File: src/rtl/ysyx_22051145_ifu_pkg.sv
// Shared definitions for the instruction fetch stage.
//   IFU_RESET_PC    : default fetch PC after reset
//   INST_NOP        : encoding of addi x0,x0,0
//   IFU_ENTRY_WIDTH : instruction buffer entry width, {[misalign,] pc[63:0], inst[31:0]}
//   ifu_state_e     : fetch FSM states
// Optional feature macro: YSYX_22051145_IFU_MISALIGN_CHK_EN (adds the misalign bit to each entry).
package ysyx_22051145_ifu_pkg;

    localparam logic [63:0] IFU_RESET_PC = 64'h0000_0000_8000_0000;
    localparam logic [31:0] INST_NOP     = 32'h0000_0013;

`ifdef YSYX_22051145_IFU_MISALIGN_CHK_EN
    localparam int unsigned IFU_ENTRY_WIDTH = 97;
`else
    localparam int unsigned IFU_ENTRY_WIDTH = 96;
`endif

    typedef enum logic {
        ST_REQ  = 1'b0,
        ST_WAIT = 1'b1
    } ifu_state_e;

endpackage

File: src/rtl/ysyx_22051145_ifu_ibuf.sv
// Parametric synchronous FIFO with flush and a registered head entry.
// Ports:
//   clk, rst_n          : clock, asynchronous active-low reset
//   flush               : drop all entries; a push in the same cycle becomes the only entry
//   push, push_data     : write one entry (ignored when full unless a pop frees a slot)
//   pop                 : remove head entry (ignored when empty)
//   count               : number of stored entries
//   head_valid          : buffer not empty
//   head_data           : oldest entry
module ysyx_22051145_ifu_ibuf #(
    parameter int unsigned WIDTH = 96,
    parameter int unsigned DEPTH = 2
) (
    input  logic                       clk,
    input  logic                       rst_n,
    input  logic                       flush,
    input  logic                       push,
    input  logic [WIDTH-1:0]           push_data,
    input  logic                       pop,
    output logic [$clog2(DEPTH):0]     count,
    output logic                       head_valid,
    output logic [WIDTH-1:0]           head_data
);

    localparam int unsigned AW = $clog2(DEPTH);
    localparam logic [AW:0]   CNT_ONE  = (AW+1)'(1);
    localparam logic [AW:0]   CNT_FULL = (AW+1)'(DEPTH);
    localparam logic [AW-1:0] PTR_ONE  = AW'(1);

    logic [WIDTH-1:0] mem [DEPTH];
    logic [AW-1:0]    rd_ptr;
    logic [AW-1:0]    wr_ptr;
    logic             do_push;
    logic             do_pop;

    assign do_pop     = pop && (count != '0);
    assign do_push    = push && ((count != CNT_FULL) || do_pop);
    assign head_valid = (count != '0);
    assign head_data  = mem[rd_ptr];

    always_ff @(posedge clk or negedge rst_n) begin
        if (!rst_n) begin
            for (int unsigned i = 0; i < DEPTH; i++) begin
                mem[i] <= '0;
            end
            rd_ptr <= '0;
            wr_ptr <= '0;
            count  <= '0;
        end else if (flush) begin
            rd_ptr <= '0;
            if (push) begin
                mem[0] <= push_data;
                wr_ptr <= PTR_ONE;
                count  <= CNT_ONE;
            end else begin
                wr_ptr <= '0;
                count  <= '0;
            end
        end else begin
            if (do_push) begin
                mem[wr_ptr] <= push_data;
                wr_ptr      <= wr_ptr + PTR_ONE;
            end
            if (do_pop) begin
                rd_ptr <= rd_ptr + PTR_ONE;
            end
            if (do_push && !do_pop) begin
                count <= count + CNT_ONE;
            end else if (!do_push && do_pop) begin
                count <= count - CNT_ONE;
            end
        end
    end

endmodule

File: src/rtl/ysyx_22051145_ifu_stage.sv
// Instruction fetch stage: holds the fetch PC, issues one imem request at a time
// (req/gnt, then rvalid), buffers returned instructions and presents them to decode.
// Ports:
//   clk, rst_n                          : clock, asynchronous active-low reset
//   jump_flag, jump_addr                : redirect from execute
//   imem_req, imem_addr                 : fetch request / word-aligned address
//   imem_gnt, imem_rvalid, imem_rdata   : grant, in-order response and data
//   if_valid, if_pc, if_inst, if_ready  : valid/ready hand-off to decode
//   if_misalign                         : only with YSYX_22051145_IFU_MISALIGN_CHK_EN; marks a
//                                         misaligned redirect target entry (NOP payload)
module ysyx_22051145_ifu_stage
    import ysyx_22051145_ifu_pkg::*;
#(
    parameter logic [63:0] RESET_PC   = IFU_RESET_PC,
    parameter int unsigned IBUF_DEPTH = 2
) (
    input  logic        clk,
    input  logic        rst_n,
    input  logic        jump_flag,
    input  logic [63:0] jump_addr,
    output logic        imem_req,
    output logic [63:0] imem_addr,
    input  logic        imem_gnt,
    input  logic        imem_rvalid,
    input  logic [31:0] imem_rdata,
    output logic        if_valid,
    output logic [63:0] if_pc,
    output logic [31:0] if_inst,
`ifdef YSYX_22051145_IFU_MISALIGN_CHK_EN
    output logic        if_misalign,
`endif
    input  logic        if_ready
);

    localparam int unsigned CW = $clog2(IBUF_DEPTH) + 1;
    localparam logic [CW-1:0] DEPTH_C = CW'(IBUF_DEPTH);

    ifu_state_e state, state_nxt;
    logic [63:0] pc, pc_nxt;
    logic [63:0] stored_pc, stored_nxt;
    logic        drop, drop_nxt;
    logic        run;
    logic        halt;
    logic        handshake;
    logic [63:0] target;
    logic        push;
    logic [IFU_ENTRY_WIDTH-1:0] push_data;
    logic [IFU_ENTRY_WIDTH-1:0] head_data;
    logic [CW-1:0] count;
    logic [CW-1:0] occupancy;

    // Outstanding request counts against buffer space so every granted response fits.
    assign occupancy = count + ((state == ST_WAIT) ? CW'(1) : '0);
    // run holds req low while in reset and until the first edge after release.
    assign imem_req  = run && (state == ST_REQ) && !halt && (occupancy < DEPTH_C);
    assign imem_addr = pc;
    assign handshake = imem_req && imem_gnt;

`ifdef YSYX_22051145_IFU_MISALIGN_CHK_EN
    logic misalign_jump;
    logic halt_nxt;
    assign target        = jump_addr;
    assign misalign_jump = jump_flag && (jump_addr[1:0] != 2'b00);
    assign halt_nxt      = jump_flag ? misalign_jump : halt;

    always_ff @(posedge clk or negedge rst_n) begin
        if (!rst_n) halt <= 1'b0;
        else        halt <= halt_nxt;
    end
`else
    assign target = jump_addr & ~64'd3;
    assign halt   = 1'b0;
`endif

    always_comb begin
        state_nxt  = state;
        pc_nxt     = pc;
        stored_nxt = stored_pc;
        drop_nxt   = drop;
        push       = 1'b0;
`ifdef YSYX_22051145_IFU_MISALIGN_CHK_EN
        push_data  = {1'b0, stored_pc, imem_rdata};
`else
        push_data  = {stored_pc, imem_rdata};
`endif
        case (state)
            ST_REQ: begin
                if (handshake) begin
                    stored_nxt = pc;
                    pc_nxt     = pc + 64'd4;
                    state_nxt  = ST_WAIT;
                end
            end
            ST_WAIT: begin
                if (imem_rvalid) begin
                    push      = !drop;
                    drop_nxt  = 1'b0;
                    state_nxt = ST_REQ;
                end
            end
            default: state_nxt = ST_REQ;
        endcase
        // Redirect overrides the grant's pc+4 and suppresses the normal push; a request
        // left in flight (still waiting, or granted this cycle) must have its response dropped.
        if (jump_flag) begin
            pc_nxt = target;
            push   = 1'b0;
            if (((state == ST_WAIT) && !imem_rvalid) || handshake) begin
                drop_nxt = 1'b1;
            end
`ifdef YSYX_22051145_IFU_MISALIGN_CHK_EN
            if (misalign_jump) begin
                push      = 1'b1;
                push_data = {1'b1, jump_addr, INST_NOP};
            end
`endif
        end
    end

    always_ff @(posedge clk or negedge rst_n) begin
        if (!rst_n) begin
            state     <= ST_REQ;
            pc        <= RESET_PC;
            stored_pc <= '0;
            drop      <= 1'b0;
            run       <= 1'b0;
        end else begin
            state     <= state_nxt;
            pc        <= pc_nxt;
            stored_pc <= stored_nxt;
            drop      <= drop_nxt;
            run       <= 1'b1;
        end
    end

    ysyx_22051145_ifu_ibuf #(
        .WIDTH (IFU_ENTRY_WIDTH),
        .DEPTH (IBUF_DEPTH)
    ) u_ibuf (
        .clk        (clk),
        .rst_n      (rst_n),
        .flush      (jump_flag),
        .push       (push),
        .push_data  (push_data),
        .pop        (if_valid && if_ready),
        .count      (count),
        .head_valid (if_valid),
        .head_data  (head_data)
    );

    assign if_pc   = head_data[95:32];
    assign if_inst = head_data[31:0];
`ifdef YSYX_22051145_IFU_MISALIGN_CHK_EN
    assign if_misalign = head_data[96];
`endif

    assert property (@(posedge clk) disable iff (!rst_n) imem_rvalid |-> (state == ST_WAIT));
`ifndef YSYX_22051145_IFU_MISALIGN_CHK_EN
    assert property (@(posedge clk) disable iff (!rst_n) imem_req |-> (imem_addr[1:0] == 2'b00));
`endif

endmodule

File: config.mk
export PLATFORM = sky130hd
export DESIGN_NAME = ysyx_22051145_ifu_stage
export DESIGN_NICKNAME = d
export VERILOG_FILES = /design/src/rtl/ysyx_22051145_ifu_pkg.sv /design/src/rtl/ysyx_22051145_ifu_ibuf.sv /design/src/rtl/ysyx_22051145_ifu_stage.sv
export SDC_FILE = /design/constraint.sdc
export NUM_CORES = 1
export LEC_CHECK = 0
export BUFFER_PORTS_ARGS = -buffer_cell sky130_fd_sc_hd__buf_4
export CAP_MARGIN = 20
export CORE_UTILIZATION = 55
export CTS_CLUSTER_DIAMETER = 50
export DETAILED_ROUTE_END_ITERATION = 12
export PLACE_DENSITY_LB_ADDON = 0.1
export SLEW_MARGIN = 20
export SYNTH_ARGS = -nofsm -noshare
export SYNTH_HDL_FRONTEND = slang
export SYNTH_HIERARCHICAL = 1
export SYNTH_SLANG_ARGS = --single-unit
File: constraint.sdc
create_clock -name clk -period 7.6 [get_ports clk]
set_input_delay 0.76 -clock clk [delete_from_list [all_inputs] [get_ports clk]]
set_output_delay 0.76 -clock clk [all_outputs]
set_load 0.03 [all_outputs]
# [Word-level counts from Yosys, hierarchy flattened]
# Index checks and enable logic that the tools add are counted.
[op_classes] n_addsub=6 n_lt_le_gt_ge=4 eq_ne=3 mux=32 bitwise=4 n_reduce_logical=25
[ops] operator="96-bit two-way mux" count=6
[ops] operator="192-bit bitwise mux" count=1
[ops] operator="192-bit two-way mux" count=1
[ops] operator="64-bit two-way mux" count=3
[ops] operator="96-bit demux with 1-bit select" count=1
[ops] operator="64-bit by 3-bit adder with 64-bit output, second input constant" count=1
[ops] operator="1-bit two-way mux" count=16
[ops] operator="1-bit logical AND" count=10
[ops] operator="2-bit AND reduction" count=4
[ops] operator="2-bit nonzero test" count=4
[ops] operator="2-bit two-way mux" count=3
[ops] operator="2-bit greater-or-equal comparator, second input constant" count=2
[ops] operator="1-bit logical NOT" count=4
[ops] operator="2-bit inequality test, second input constant" count=2
[ops] operator="1-bit NOT with 2-bit output" count=2
[ops] operator="3-bit nonzero test" count=1
[ops] operator="1-bit adder, second input constant" count=2
[ops] operator="2-bit by 1-bit adder with 2-bit output" count=1
[ops] operator="2-bit by 1-bit adder with 2-bit output, second input constant" count=1
[ops] operator="1-bit logical OR" count=2
[ops] operator="2-bit by 1-bit < comparator with 1-bit output, second input constant" count=1
[ops] operator="2-bit < comparator, second input constant" count=1
[ops] operator="2-bit by 1-bit inequality test with 1-bit output, second input constant" count=1
[ops] operator="1-bit NOT" count=2
[ops] operator="2 further kinds" count=2
[totals] ff_bits=327 input_bits=102 out_inout_bits=162 wordCells=84

# [Depth between registers and ports, before layout]
# Gate-level depths: netlist of run 1.
[depth] word_depth=10 ltp_mapped=9 ltp_nobuf=6

# [By module]
# Netlist of run 1, hierarchy kept.
[by_module_without_submodules] mod="ysyx_22051145_ifu_ibuf" n_inst=1 cells_per_inst=542 area_per_inst_um2=8603.3 seq_area_each_um2=4904.7
[by_module_without_submodules] mod="ysyx_22051145_ifu_stage" n_inst=1 cells_per_inst=711 area_per_inst_um2=6172.2 seq_area_each_um2=3179.3

# [Worst setup path after synthesis of run 1]
# No wires, ideal clock.
[synth_path] path_type="input to register" from="input imem_gnt" to="register pc[54], in the netlist imem_addr[54]" setup_ns=0.082 arrival_ns=2.803 required_time_ns=7.518 setup_slack_ns=4.715 stages=8 n_path_buf=3 cell_sequence="nand4bb_4 -> buf_6 -> or4_4 -> buf_6 -> or3_4 -> buf_6 -> or4_1 -> a31oi_1"
[synth_between] elab_chain_len=3
[synth_lines] element="start: declaration" line_no="ysyx_22051145_ifu_stage.sv:23" source="input logic imem_gnt,"
[synth_lines] element="1-bit logical AND" line_no="ysyx_22051145_ifu_stage.sv:57" source="assign handshake = imem_req && imem_gnt;"
[synth_lines] element="2-bit nonzero test (no source line)"
[synth_lines] element="2-bit AND reduction (no source line)"
[synth_lines] element="end signal: assignment" line_no="ysyx_22051145_ifu_stage.sv:129" source="pc <= pc_nxt;"
[synth_lines] element="end: declaration" line_no="ysyx_22051145_ifu_stage.sv:39" source="logic [63:0] pc, pc_nxt;"
# No other way between the ends.
# A chain may end at the register's enable or synchronous reset.

# [Worst setup path in the final report of run 1]
[layout_path] from="input jump_flag" to="register u_ibuf/mem[50] (netlist bit)"
[layout_between] elab_chain_len=3 word_cells_on_any_way=4 cone_classes="mux (1); bitwise (1); reduce/logical (2)"
[layout_lines] element="start: declaration" line_no="ysyx_22051145_ifu_stage.sv:19" source="input logic jump_flag,"
[layout_lines] element="1-bit two-way mux" line_no="ysyx_22051145_ifu_stage.sv:105" source="if (jump_flag) begin"
[layout_lines] element="named net push" line_no="ysyx_22051145_ifu_stage.sv:46" source="logic push;"
[layout_lines] element="1-bit logical AND" line_no="ysyx_22051145_ifu_ibuf.sv:37" source="assign do_push = push && ((count != CNT_FULL) || do_pop);"
[layout_lines] element="2-bit AND reduction (no source line)"
[layout_lines] element="end signal: indexed assignment" line_no="ysyx_22051145_ifu_ibuf.sv:61" source="mem[wr_ptr] <= push_data;"
[layout_lines] element="end: declaration" line_no="ysyx_22051145_ifu_ibuf.sv:30" source="logic [WIDTH-1:0] mem [DEPTH];"
# The timed path passes the listed nets, and every way through them passes these cells.

==> impl.org, run 1 <==
** Status
- Status :: finished with violations
- The final reports fail on DRC.

** Floorplan
- 264 I/O pins were placed.
- The floorplan step defined a die boundary enclosing 27,500 sq um.
- X dimension of the die :: 166 um
- Row generation in the floorplan step produced 59 rows.
- Floorplan die height :: 166 um
- Effective utilization at floorplan :: 0.564
- Placeable Area :: 26,200 sq um

** Cells and area
- The filler cells instantiated in the layout total 1,954.
- The finished cells cover 18,200 sq um.
- Of the cells placed in the final design, the portion with a size suffix greater than 1 is 0.417.
- Post-route insts no fill :: 1,858
- Number of nets in the finished design :: 1,597
- From synthesis to final layout, the design area changed by 23.1%.

** Logic synthesis
- Sequential fraction of the synthesis area :: 0.547
- Of the total synthesized cell area, the portion taken by XOR and XNOR cells is 0.0237.
- The synthesized-area fraction occupied by ao, oa, aoi and oai cells is 0.0372.
- Among all flip-flop cells after synthesis, the most frequent one is dfrtp_1.
- Summing every instance area after synthesis gives 14,800 sq um.
- Count of unique library cells instantiated by Yosys :: 51
- YS warnings :: 6
- Of the total synthesized cell area, the portion taken by AND, OR, NAND and NOR gates is 0.132.
- Averaged over all synthesized cells, the footprint is 11.8 sq um.
- Proportion of synthesized area in mux cells :: 0.231
- Combinational family with the most area after synthesis :: multiplexers
- In the synthesized netlist, the number of instances is 1,253.
- Asr flop ratio synth :: 1.00
- Counting flops and latches in the post-synthesis netlist gives 323.
- Of the total synthesized cell area, the portion taken by full adders, half adders and majority gates is 0.000847.
- In this run, synthesis inferred 0 flip-flops with an integrated enable.

** Power and ir drop
- Total power for the finished layout comes to 6.04 mW.
- Of the total power, the clock network draws 0.302.
- Switching component of the power :: 1.97 mW
- In this run the static leakage power is 8.67 nW.
- Of the total power, registers draw 0.391.
- For this design the ratio of total power to cell area is 332 nW/um^2.
- Across the VDD grid, the largest voltage drop is 0.244 mV.
- Of the total power, the share spent switching nets is 0.326.
- The internal portion of the total power is 4.08 mW.
- Of the total power, combinational logic draws 0.307.

** Timing
- The number of pins exceeding their max-slew limit in the final report came to 0.
- At the pin with the least slew margin, the transition time is 1.10 ns.
- The worst path in the final design needs a cycle of 3.66 ns, including I/O delays and setup.
- Share of the clock period used by the worst path after layout :: 0.482
- Setup slack on the critical path of the routed design comes to 3.94 ns.
- Final worst clock skew :: 0.0181 ns
- Setup violations remaining at the end of the flow were counted as 0.
- Final count of hold timing violations :: 0
- RSZ-0062 raised after global routing :: false
- Based on the critical path, the design can be clocked at up to 0.273 GHz.
- Setup_tns :: 0 ns
- The worst pin sits at a relative slew slack of 0.265.

** Worst setup path
- For this run, the slowest stage of the critical path takes 0.92 ns.
- STA puts the critical path data arrival time at 4.05 ns.
- Buffers & Inverters on Critical Path :: 2
- Among all stages on the critical path, the largest delay is contributed by buf_4.
- The worst setup path is launched from an input port.
- STA classifies the critical path endpoint as a register.
- Maximum fanout encountered on the critical timing path :: 72
- WP data required :: 7.99 ns
- Grouping stages by cell kind, the critical path spends the most delay in simple AND/OR/NAND/NOR gates.
- By instance count, the cell type seen most on the critical path is buf_4.
- The critical path in this run is classified as in -> reg.
- The signal on the critical path passes through buf_4 -> nor3_1 -> and4b_4 -> buf_4 -> mux2_2.

** Drt
- For this run, design rule violations remaining after detail routing come to 18.
- The routed design has 35,300 um of wire.
- Dividing the detail-routed via count by the number of cells gives 5.55.
- Once detail routing completed, the nets flagged for antenna violations numbered 0.
- Total via count after detailed routing :: 10,300
- The first routing iteration left 651 violations.
- Average wire per cell in the routed design :: 19.0 um
- Length of the first detailed-routing pass in iterations :: 8

** Clock network
- The clock tree synthesis step divided the H-tree into 2 levels.
- The number of gates resized after CTS was 0.
- Buffers inserted during clock tree synthesis total 37.
- In this run the deepest clock path goes through 3 buffers.
- Clock latency on the worst-skew pair :: 0.52 ns
- Number of clock sinks :: 323
- Worst-path clk slew :: 0.06 ns
- TritonCTS clock tree :: yes
- The cell sitting at the root of the clock tree is a clkbuf_16.
- Once the clock tree was built, the setup fixing pass inserted 0 buffers.
- The number of hold buffers added after CTS was 0.

** Placement
- RePlAce Congestion :: 0.791
- Port buffering added 259 buffers.
- The HPWL after detailed placement is 22,700 um.
- Post-placement cell area :: 16,900 sq um
- Worst-case setup slack after placement :: 3.41 ns
- Cell count after placement :: 1,790

** Global route
- Global router's overall resource usage :: 0.261
- The initial antenna violation count came to 2.
- Remaining global-route overflow :: 0
- First-pass GRT wire length :: 57,800 um
- Number of global-route vias before repair :: 10,600
- Pin count of the biggest net entering global routing :: 184

** Min path
- Hold WC Path Type :: in -> async

** Flow run
- Max-cap violations in this run came to 0.
## synth_stat cells (all sizes together) (11+ instances only)
cell type	number	area, sq um
o21ai	52	260
clkbuf	44	165
nand2	252	946
or4	12	93.8
xnor2	16	140
or3	12	80.1
xor2	24	210
buf	30	213
a31oi	23	144
dfrtp	322	8060
and3	11	68.8
nor2	32	120
nand4	26	163
mux2	292	3400
nor4	15	100
nand3	25	125
## cells by family (layout without fill, tap and decap cells)
group                    after synthesis  after routing
AO/OA/AOI/OAI                         94             94
XOR/XNOR                              40             40
adder cells (fa/ha/maj)                1              1
buffers and inverters                 80            343
flip-flops                           323            323
multiplexers                         294            294
other                                  2              9
AND/OR/NAND/NOR                      419            419
## stage by stage
step	utilization	hold slack, ns
after CTS	0.694	0.250
after global placement	0.645	0.477
final	0.694	0.225
after floorplan	-	0.459
after global routing	0.694	0.272
after detailed placement	0.645	0.485
## cell type report
cell class / instances / area [sq um] / share of cell area
multi-input cells: 855 / 6330 / 0.348
repair buffers: 271 / 2050 / 0.113
well taps: 335 / 419 / 0.0230
clock buffers: 54 / 1110 / 0.0612
inverters: 6 / 22.5 / 0.00124
clock inverters: 12 / 158 / 0.00867
flip-flops and latches: 323 / 8090 / 0.445
diodes: 2 / 5.00 / 0.000275
## flip-flops by register name, indices dropped and copies added (netlist names)
| register | cells |
|---|---|
| run | 1 |
| drop | 1 |
| state | 1 |
| u_ibuf/rd_ptr | 1 |
| imem_addr | 62 |
| u_ibuf/mem | 192 |
| u_ibuf/count | 2 |
| stored_pc | 62 |
| u_ibuf/wr_ptr | 1 |
## layout by cell type, fill, tap and decap left out, types with 3 or more instances in the layout
| master | synthesis | layout |
|---|---|---|
| xnor2_1 | 16 | 16 |
| clkbuf_1 | 44 | 7 |
| nand2_1 | 252 | 252 |
| inv_1 | 5 | 5 |
| clkbuf_16 | 0 | 39 |
| and4_1 | 6 | 6 |
| o31ai_1 | 8 | 8 |
| nor2_1 | 32 | 32 |
| a31oi_1 | 23 | 23 |
| clkbuf_8 | 0 | 8 |
| nor3_1 | 9 | 9 |
| and2_1 | 4 | 4 |
| bufinv_16 | 0 | 3 |
| nor2b_1 | 3 | 3 |
| xor2_1 | 24 | 24 |
| o21ai_0 | 52 | 52 |
| or3_1 | 11 | 11 |
| nand3_1 | 25 | 25 |
| nor4_1 | 14 | 14 |
| and3_1 | 11 | 11 |
| a21oi_1 | 3 | 3 |
| or4_1 | 11 | 11 |
| mux2_2 | 263 | 263 |
| clkinv_2 | 0 | 4 |
| conb_1 | 2 | 7 |
| dfrtp_1 | 322 | 321 |
| nand4_1 | 26 | 26 |
| buf_4 | 7 | 269 |
| mux2_4 | 29 | 29 |
| o211ai_1 | 3 | 3 |
## metal layers
metal / vias to the layer above / part of all wire / GRT usage
met5: - / 0 / 0
met4: 0 / 0.020 / 0.0821
met3: 46 / 0.062 / 0.0510
met2: 268 / 0.48 / 0.418
met1: 5132 / 0.44 / 0.361
li1: 4871 / - / -
## worst paths after layout
kind,start,depth (start not counted),end,slack [ns]
setup / recovery,jump_flag,5,u_ibuf/mem[50],3.94
hold / removal,rst_n,1,u_ibuf/mem[9],0.22
setup reg to reg,state,5,u_ibuf/mem[50],4.08
hold reg to reg,stored_pc[34],2,stored_pc[34],0.50
max in group asynchronous,rst_n,2,u_ibuf/rd_ptr,5.92
min in group clk,jump_addr[46],3,imem_addr[46],0.45
## power groups by stage
stage                     sequential, mW  combinational, mW  clock (mW)
after floorplan                     2.36               1.19           0
after global placement              2.36               1.83           0
after detailed placement            2.39               1.86           0
after CTS                           2.36               1.87        1.87
after global routing                2.42               1.97        1.94
final                               2.36               1.85        1.83
Power figures use the tool's default switching activity.
==> run 2: changes to the inputs <==
--- a/config.mk
+++ b/config.mk
@@ -5,9 +5,10 @@
 export SDC_FILE = /design/constraint.sdc
 export NUM_CORES = 1
 export LEC_CHECK = 0
+export ABC_AREA = 1
 export BUFFER_PORTS_ARGS = -buffer_cell sky130_fd_sc_hd__buf_4
 export CAP_MARGIN = 20
-export CORE_UTILIZATION = 55
+export CORE_UTILIZATION = 51
 export CTS_CLUSTER_DIAMETER = 50
 export DETAILED_ROUTE_END_ITERATION = 12
 export PLACE_DENSITY_LB_ADDON = 0.1
==> constraint.sdc (replaced) <==
create_clock -name clk -period 3.2 [get_ports clk]
set_input_delay 0.32 -clock clk [delete_from_list [all_inputs] [get_ports clk]]
set_output_delay 0.32 -clock clk [all_outputs]
set_load 0.03 [all_outputs]
==> impl.org, run 2 <==
** Cells and area
- Layout Cell Area excl Fill :: 19,600 sq um
- Relative to the synthesized area, the layout overhead comes to 22.8%.
- The top cell types in the final layout, fill and taps aside, are 762 x nand2_1, 321 x dfrtp_1, 280 x o21ai_0.
- Largest register by flop count :: u_ibuf/mem
- Number of filler instances in the final layout :: 2,789
- The register with the most flip-flops in the layout has 192 of them.
- The repair_antennas step left the layout with diodes totalling 0.
- Commonest non-fill, non-tap cell in the layout :: nand2_1
- Proportion of layout cells with a drive suffix above 1 :: 0.163
- Number of nets in the finished design :: 2,442

** Timing
- Setup repair after global routing left no endpoint under its margin.
- Final Max Slew Viols :: 0
- Clock period minus worst slack :: 2.59 ns
- Relative max-transition margin :: 0.386
- The number of failing hold endpoints at the final stage was 0.
- In the finished design, the share of the clock period the worst path needs comes to 0.811.
- Timing would allow up to 0.386 GHz.
- Final worst clock skew :: 0.0165 ns
- Pin slew with the least headroom to its limit :: 0.921 ns
- Summed over all failing endpoints, the final setup total negative slack is 0 ns.
- Worst setup slack after layout :: 0.606 ns
- Final setup violation count :: 0

** Power and ir drop
- For this design the static power due to leakage is 9.77 nW.
- The share of total power dissipated in combinational logic is 0.314.
- The internal power of the cells totals 9.65 mW.
- Power comes to 15.1 mW.
- Worst VDD drop :: 0.419 mV
- Fraction of power consumed by the clock network :: 0.313
- Switching component of the power :: 5.48 mW
- The share of total power dissipated in sequential elements is 0.373.
- Net switching share of the total power :: 0.362
- Total power per unit cell area :: 774 nW/um^2

** Drt
- The count of nets left with antenna violations once routing finished came out at 0.
- Average wire per cell in the routed design :: 16.8 um
- For this block, the routed nets add up to 46,500 um of wire.
- Post-DR vias/cell :: 5.27
- The detailed router finished its first iteration with 1,309 violations.
- In the routed design, unresolved DRC markers number 0.
- Length of the first detailed-routing pass in iterations :: 5
- Total via count after detailed routing :: 14,600

** Worst setup path
- For this run, the slowest stage of the critical path takes 0.85 ns.
- Along the worst path, the maximum fanout reaches 70.
- The worst register-to-register path has a setup slack of 0.99 ns.
- Worst reg-to-reg path cell count :: 8
- WP data arrival :: 2.27 ns
- The setup path with the least slack is of type reg -> out.
- Element type at the critical path start :: register
- Slowest CP cell :: dfrtp_4
- The worst setup path is captured at an output port.
- Crit Reg-Reg Startpoint :: state
- WP data required :: 2.88 ns
- Cell-by-cell trace of the critical path :: buf_4 -> o21ai_0 -> buf_4
- The endpoint identified for the worst register-to-register timing path is imem_addr[34].
- Cell seen most often among critical-path stages :: buf_4

** Logic synthesis
- Combinational family with the most area after synthesis :: simple AND/OR/NAND/NOR gates
- Sorting the synthesized cells by area gives the leading types as dfrtp_1 51%, nand2_1 18%, o21ai_0 8.8%.
- A synthesized cell averages 7.54 sq um.
- In this run, distinct cell masters in the synthesized netlist total 33.
- Dominant register cell in the synthesized netlist :: dfrtp_1
- Proportion of synthesized area in mux cells :: 0
- The synthesized netlist occupies a cell area of 15,900 sq um.
- After synthesis, the most frequently instantiated cells are 762 x nand2_1, 322 x dfrtp_1, 280 x o21ai_0, 227 x inv_1, 172 x nand3_1.
- FF+latch count, synth :: 323
- The share of synthesized area in the top cell type comes to 0.506.
- Asr flop ratio synth :: 1.00
- In the post-synthesis netlist, the cell with the most instances is nand2_1.
- Of the total synthesized cell area, the portion taken by XOR and XNOR cells is 0.00880.
- Synthesized-area fraction occupied by ao, oa, aoi and oai cells :: 0.112
- The Yosys step of the flow raised 6 warnings.
- Number of synthesized flops with an enable pin :: 0
- Synthesis produced 2,110 cells.
- Of the total synthesized cell area, the portion taken by full adders, half adders and majority gates is 0.000786.
- Sequential fraction of the synthesis area :: 0.508
- Most area-hungry cell type in the Yosys netlist :: dfrtp_1
- Of the total synthesized cell area, the portion taken by AND, OR, NAND and NOR gates is 0.279.

** Placement
- Post-detail-place hpwl :: 32,400 um
- Post-placement cell area :: 18,100 sq um
- The congestion estimate from routability-driven global placement came to 0.932.
- Prior to clock tree synthesis, the placed netlist has a worst setup slack of 0.809 ns.
- The count of buffers added on input and output ports is 259.

** Global route
- In the global route stage, overall resource usage came out at 0.295.
- Number of global-route vias before repair :: 13,500
- The initial antenna violation count was 0.
- After global routing the overflow that remains totals 0.
- Pin count of the biggest net entering global routing :: 109
- First-pass GRT wire length :: 72,900 um

** Clock network
- No sink is reached through more buffers than the 3 on the longest clock path.
- The number of gates resized after CTS was 0.
- After clock tree synthesis, the clock-pin slew on the worst setup and hold paths is 0.06 ns.
- TritonCTS clock tree :: yes
- Counting the buffers created by CTS gives 39.
- Clock tree synthesis found a total of 323 sinks.
- In this run the number of H-tree levels came out at 2.
- Clock Tree Root :: clkbuf_16
- Clock latency on the worst-skew pair :: 0.53 ns

** Min path
- Along the worst hold path, the cell count comes to 3.
- The path with the worst hold slack has its endpoint at u_ibuf/mem[115].
- Hold WC Path Type :: in -> reg
- Hold path startpoint :: imem_rdata[19]

** Flow run
- The tool flagged a number of max-cap violations equal to 0.

** Floorplan
- The initial utilization of the core area, before any placement, comes to 0.519.
- Floorplan die height :: 179 um
- Row count :: 64
- After floorplanning, the core was sized to cover 30,700 sq um.
- X dimension of the die :: 179 um
- Pin placement for this block handled 264 I/O pins.
- The floorplan step defined a die boundary enclosing 31,900 sq um.

** Status
- The run finished with clean final reports.
run 2: changes by cell type in the layout (fill, tap and decap cells not counted), moves of 14 or more:
cell / before / now
mux2_2: 263 / 0
a31oi_1: 23 / 1
nand2_1: 252 / 762
o21ai_0: 52 / 280
nand3_1: 25 / 172
nand4_1: 26 / 7
nor2_1: 32 / 110
xnor2_1: 16 / 2
inv_1: 5 / 227
mux2_4: 29 / 0
o21ai_1: 0 / 36
run 2: repair_timing:
item,4_1_cts,5_1_grt
buffers inserted,0,0
hold buffers,6,0
hold endpoints to repair,75,0
endpoints found under the setup margin,0,0
run 2: cell families after synthesis:
group / count (synthesis)
adder cells (fa/ha/maj): 1
buffers and inverters: 340
AO/OA/AOI/OAI: 343
other: 2
XOR/XNOR: 16
AND/OR/NAND/NOR: 1085
flip-flops: 323
run 2: power by group through the flow:
stage | registers (mW) | logic, mW | clock network, mW
2_1_floorplan | 5.70 | 2.79 | 0
3_3_place_gp | 5.67 | 4.66 | 0
3_5_place_dp | 5.71 | 4.74 | 0
4_1_cts | 5.64 | 4.78 | 4.79
5_1_grt | 5.77 | 5.18 | 4.96
6_report | 5.65 | 4.75 | 4.73
run 2: cell type report:
| type | instances | area [sq um] | share of cell area |
|---|---|---|---|
| Clock inverter | 13 | 221 | 0.0113 |
| Inverter | 235 | 882 | 0.0451 |
| Clock buffer | 58 | 1180 | 0.0603 |
| Tap cell | 396 | 495 | 0.0253 |
| Multi-Input combinational cell | 1452 | 6420 | 0.328 |
| Sequential cell | 323 | 8090 | 0.414 |
| Timing Repair Buffer | 288 | 2270 | 0.116 |
run 2: worst max path at each step:
stage	end	depth (start not counted)	start
floorplan	u_ibuf/mem[168]	8	jump_flag
global placement	u_ibuf/mem[72]	8	jump_flag
detailed placement	u_ibuf/mem[24]	8	jump_flag
CTS	if_inst[22]	4	u_ibuf/rd_ptr
global route	if_inst[27]	4	u_ibuf/rd_ptr
finish	if_inst[25]	3	u_ibuf/rd_ptr
run 2: worst max-delay path, delay by kind of cell (launching register included):
kind,cells,cell delay [ns]
compound gates,1,0.20
flops,1,0.85
buf+inv,2,0.68
run 2: metrics by stage:
step                      utilization  instances  hold WS [ns]
final                           0.637       2765        0.0148
after detailed placement        0.590       2688         0.353
after floorplan                     -       2115        0.0244
after global routing            0.637       2765       0.00145
after global placement          0.590       2688         0.340
after CTS                       0.637       2765     0.0000535
run 2: metal layers:
layer  wire, um  global-route usage
met1      21900               0.449
met2      20500               0.441
met3       3220              0.0401
met4        988              0.0773
met5          0                   0
==> run 3: changes to the inputs <==
--- a/config.mk
+++ b/config.mk
@@ -8,7 +8,7 @@
 export ABC_AREA = 1
 export BUFFER_PORTS_ARGS = -buffer_cell sky130_fd_sc_hd__buf_4
 export CAP_MARGIN = 20
-export CORE_UTILIZATION = 51
+export CORE_UTILIZATION = 55
 export CTS_CLUSTER_DIAMETER = 50
 export DETAILED_ROUTE_END_ITERATION = 12
 export PLACE_DENSITY_LB_ADDON = 0.1
==> constraint.sdc (replaced) <==
create_clock -name clk -period 2.7 [get_ports clk]
set_input_delay 0.27 -clock clk [delete_from_list [all_inputs] [get_ports clk]]
set_output_delay 0.27 -clock clk [all_outputs]
set_load 0.03 [all_outputs]
==> impl.org, run 3 (synthesized netlist as in run 2, its figures left out) <==
** Global route
- Remaining global-route overflow :: 0
- Entering global routing, the biggest net connects 103 pins.
- Number of global-route vias before repair :: 13,700
- For this run, the total global-route usage over all layers was measured as 0.321.
- The first global-routing pass estimated 73,300 um of wire.
- The initial antenna violation count was 1.

** Timing
- Headroom to the max-slew limit came out at 0.400.
- For the pin with the worst max-slew slack, the measured transition is 0.900 ns.
- Final setup violation count :: 0
- Across all hold checks on the routed design, the worst slack comes to 0.0231 ns.
- Final Max Slew Viols :: 0
- For the finished layout, the period the worst path requires is 2.28 ns.
- Worst setup slack after layout :: 0.424 ns
- Setup_tns :: 0 ns
- Setup repair after global routing left no endpoint under its margin.
- The number of failing hold endpoints at the final stage was 0.
- Maximum clock frequency :: 0.439 GHz
- Share of the clock period used by the worst path after layout :: 0.843
- Final worst clock skew :: 0.0138 ns

** Worst setup path
- The worst setup path is launched from a register.
- WP data required :: 2.43 ns
- The endpoint identified for the worst register-to-register timing path is u_ibuf/mem[73].
- Worst setup path startpoint :: u_ibuf/rd_ptr
- Worst reg-to-reg path cell count :: 12
- Reg2Reg Setup Slack :: 0.56 ns
- Of all nets on the critical path, the largest fanout is 37.
- Kind of end point of the critical path :: output port
- WP data arrival :: 2.01 ns
- Setup CP Type :: reg -> out
- Crit Reg-Reg Startpoint :: u_ibuf/count[1]
- Capturing element of the worst setup path :: if_pc[0]

** Drt
- In the routed design, unresolved DRC markers number 0.
- Post-DR vias/cell :: 5.38
- Summed over all layers, the routed wires come to 47,300 um.
- Dividing the detail-routed wire length by the instance count gives 17.0 um.
- The routed layout has 15,000 vias.
- Length of the first detailed-routing pass in iterations :: 6
- Final antenna-violating net count :: 0
- Initial detailed-routing violation count :: 1,407

** Min path
- The path class of the tightest hold or removal check is in -> reg.

** Status
- The run finished with clean final reports.

** Floorplan
- Floorplan die height :: 172 um
- The floorplan has 61 rows.
- X dimension of the die :: 172 um
- Placeable Area :: 28,200 sq um
- The die covers 29,600 sq um.
- The initial utilization of the core area, before any placement, comes to 0.565.
- Num ports :: 264

** Clock network
- Cells resized by post-CTS repair :: 0
- Clock latency on the worst-skew pair :: 0.53 ns
- The clock passes through at most 3 buffers.
- Setup Fix Bufs, Post-CTS :: 0
- CTS Hold Bufs :: 50
- For this design, the sink count on the clock tree is 323.
- Worst-path clk slew :: 0.06 ns
- TritonCTS clock tree :: yes
- Counting the buffers created by CTS gives 39.
- CTS built an H-tree with a depth of 2.
- Clock Tree Root :: clkbuf_16

** Flow run
- The tool flagged a number of max-cap violations equal to 0.

** Power and ir drop
- Total power per unit cell area :: 873 nW/um^2
- For this design the static power due to leakage is 9.86 nW.
- Across the VDD grid, the largest voltage drop is 0.545 mV.
- Final Power :: 17.3 mW

** Cells and area
- Excluding fillers, the count of instances in the completed layout stands at 2,784.
- The area growth from synthesis to layout is 24.5%.
- Number of flip-flops in the largest register :: 192
- More flip-flops sit in one register than any other, and that register is u_ibuf/mem.
- The library cells used most frequently in the layout, excluding fill and tap cells, are 762 x nand2_1, 321 x dfrtp_1, 280 x o21ai_0.
- After filler insertion, the fill cell instance count of the layout stands at 2,354.
- 0 antenna diodes ended up in the layout.
- In the final layout, the share of cells above drive strength 1 is 0.157.
- The final layout contains 2,484 nets.
- Commonest non-fill, non-tap cell in the layout :: nand2_1

** Placement
- Port buffering added 259 buffers.
- Worst-case setup slack after placement :: 0.540 ns
- At the end of routability-driven placement, the weighted congestion stood at 0.945.
- Cell count after placement :: 2,668
- Post-detail-place hpwl :: 31,900 um
[run 3: cell count changes in the layout (fill, tap and decap cells not counted), sizes merged]
cell / before / now
inv: 237 / 238
dlygate4sd3: 6 / 50
buf: 282 / 280
clkbuf: 58 / 52
clkinv: 5 / 9
clkinvlp: 1 / 2
bufinv: 5 / 0
[run 3: final cells by class]
type,instances,area [sq um],area share
Clock buffer,52,1080,0.0543
Inverter,235,882,0.0445
Timing Repair Buffer,330,2770,0.140
Sequential cell,323,8090,0.408
Tap cell,378,473,0.0239
Clock inverter,14,115,0.00581
Multi-Input combinational cell,1452,6420,0.324
[run 3: worst min path at each step]
stage	startpoint	cells past startpoint	slack, ns	endpoint
after detailed placement	rst_n	1	0.20	u_ibuf/mem[116]
final	jump_addr[15]	3	0.02	imem_addr[15]
after CTS	jump_addr[15]	3	0.006	imem_addr[15]
after global placement	rst_n	1	0.20	u_ibuf/mem[116]
after floorplan	rst_n	0	-0.03	drop
after global routing	jump_addr[15]	3	0.02	imem_addr[15]
[run 3: critical path: stages (launching register included)]
cell and delay, ns:
dfrtp_4 0.61, buf_4 0.39, nand2_1 0.08, o21ai_0 0.15
buf_4 0.23
[run 3: where the power goes]
group	total, mW	switching [mW]	internal [mW]
Clock	4.89	2.07	2.83
Combinational	5.73	3.78	1.95
Sequential	6.69	0.667	6.03
Total	17.3	6.51	10.8
[run 3: stage by stage]
step	utilization	area, sq um
finish	0.704	19800
global route	0.704	19800
CTS	0.704	19800
detailed placement	0.644	18100
global placement	0.644	18100
floorplan	-	15900
[run 3: routing by layer]
metal / vias up / track usage / routed length, um
met5: - / 0 / 12
met4: 2 / 0.0843 / 986
met3: 80 / 0.0584 / 3760
met2: 594 / 0.493 / 21200
met1: 7120 / 0.470 / 21300
li1: 7169 / - / -
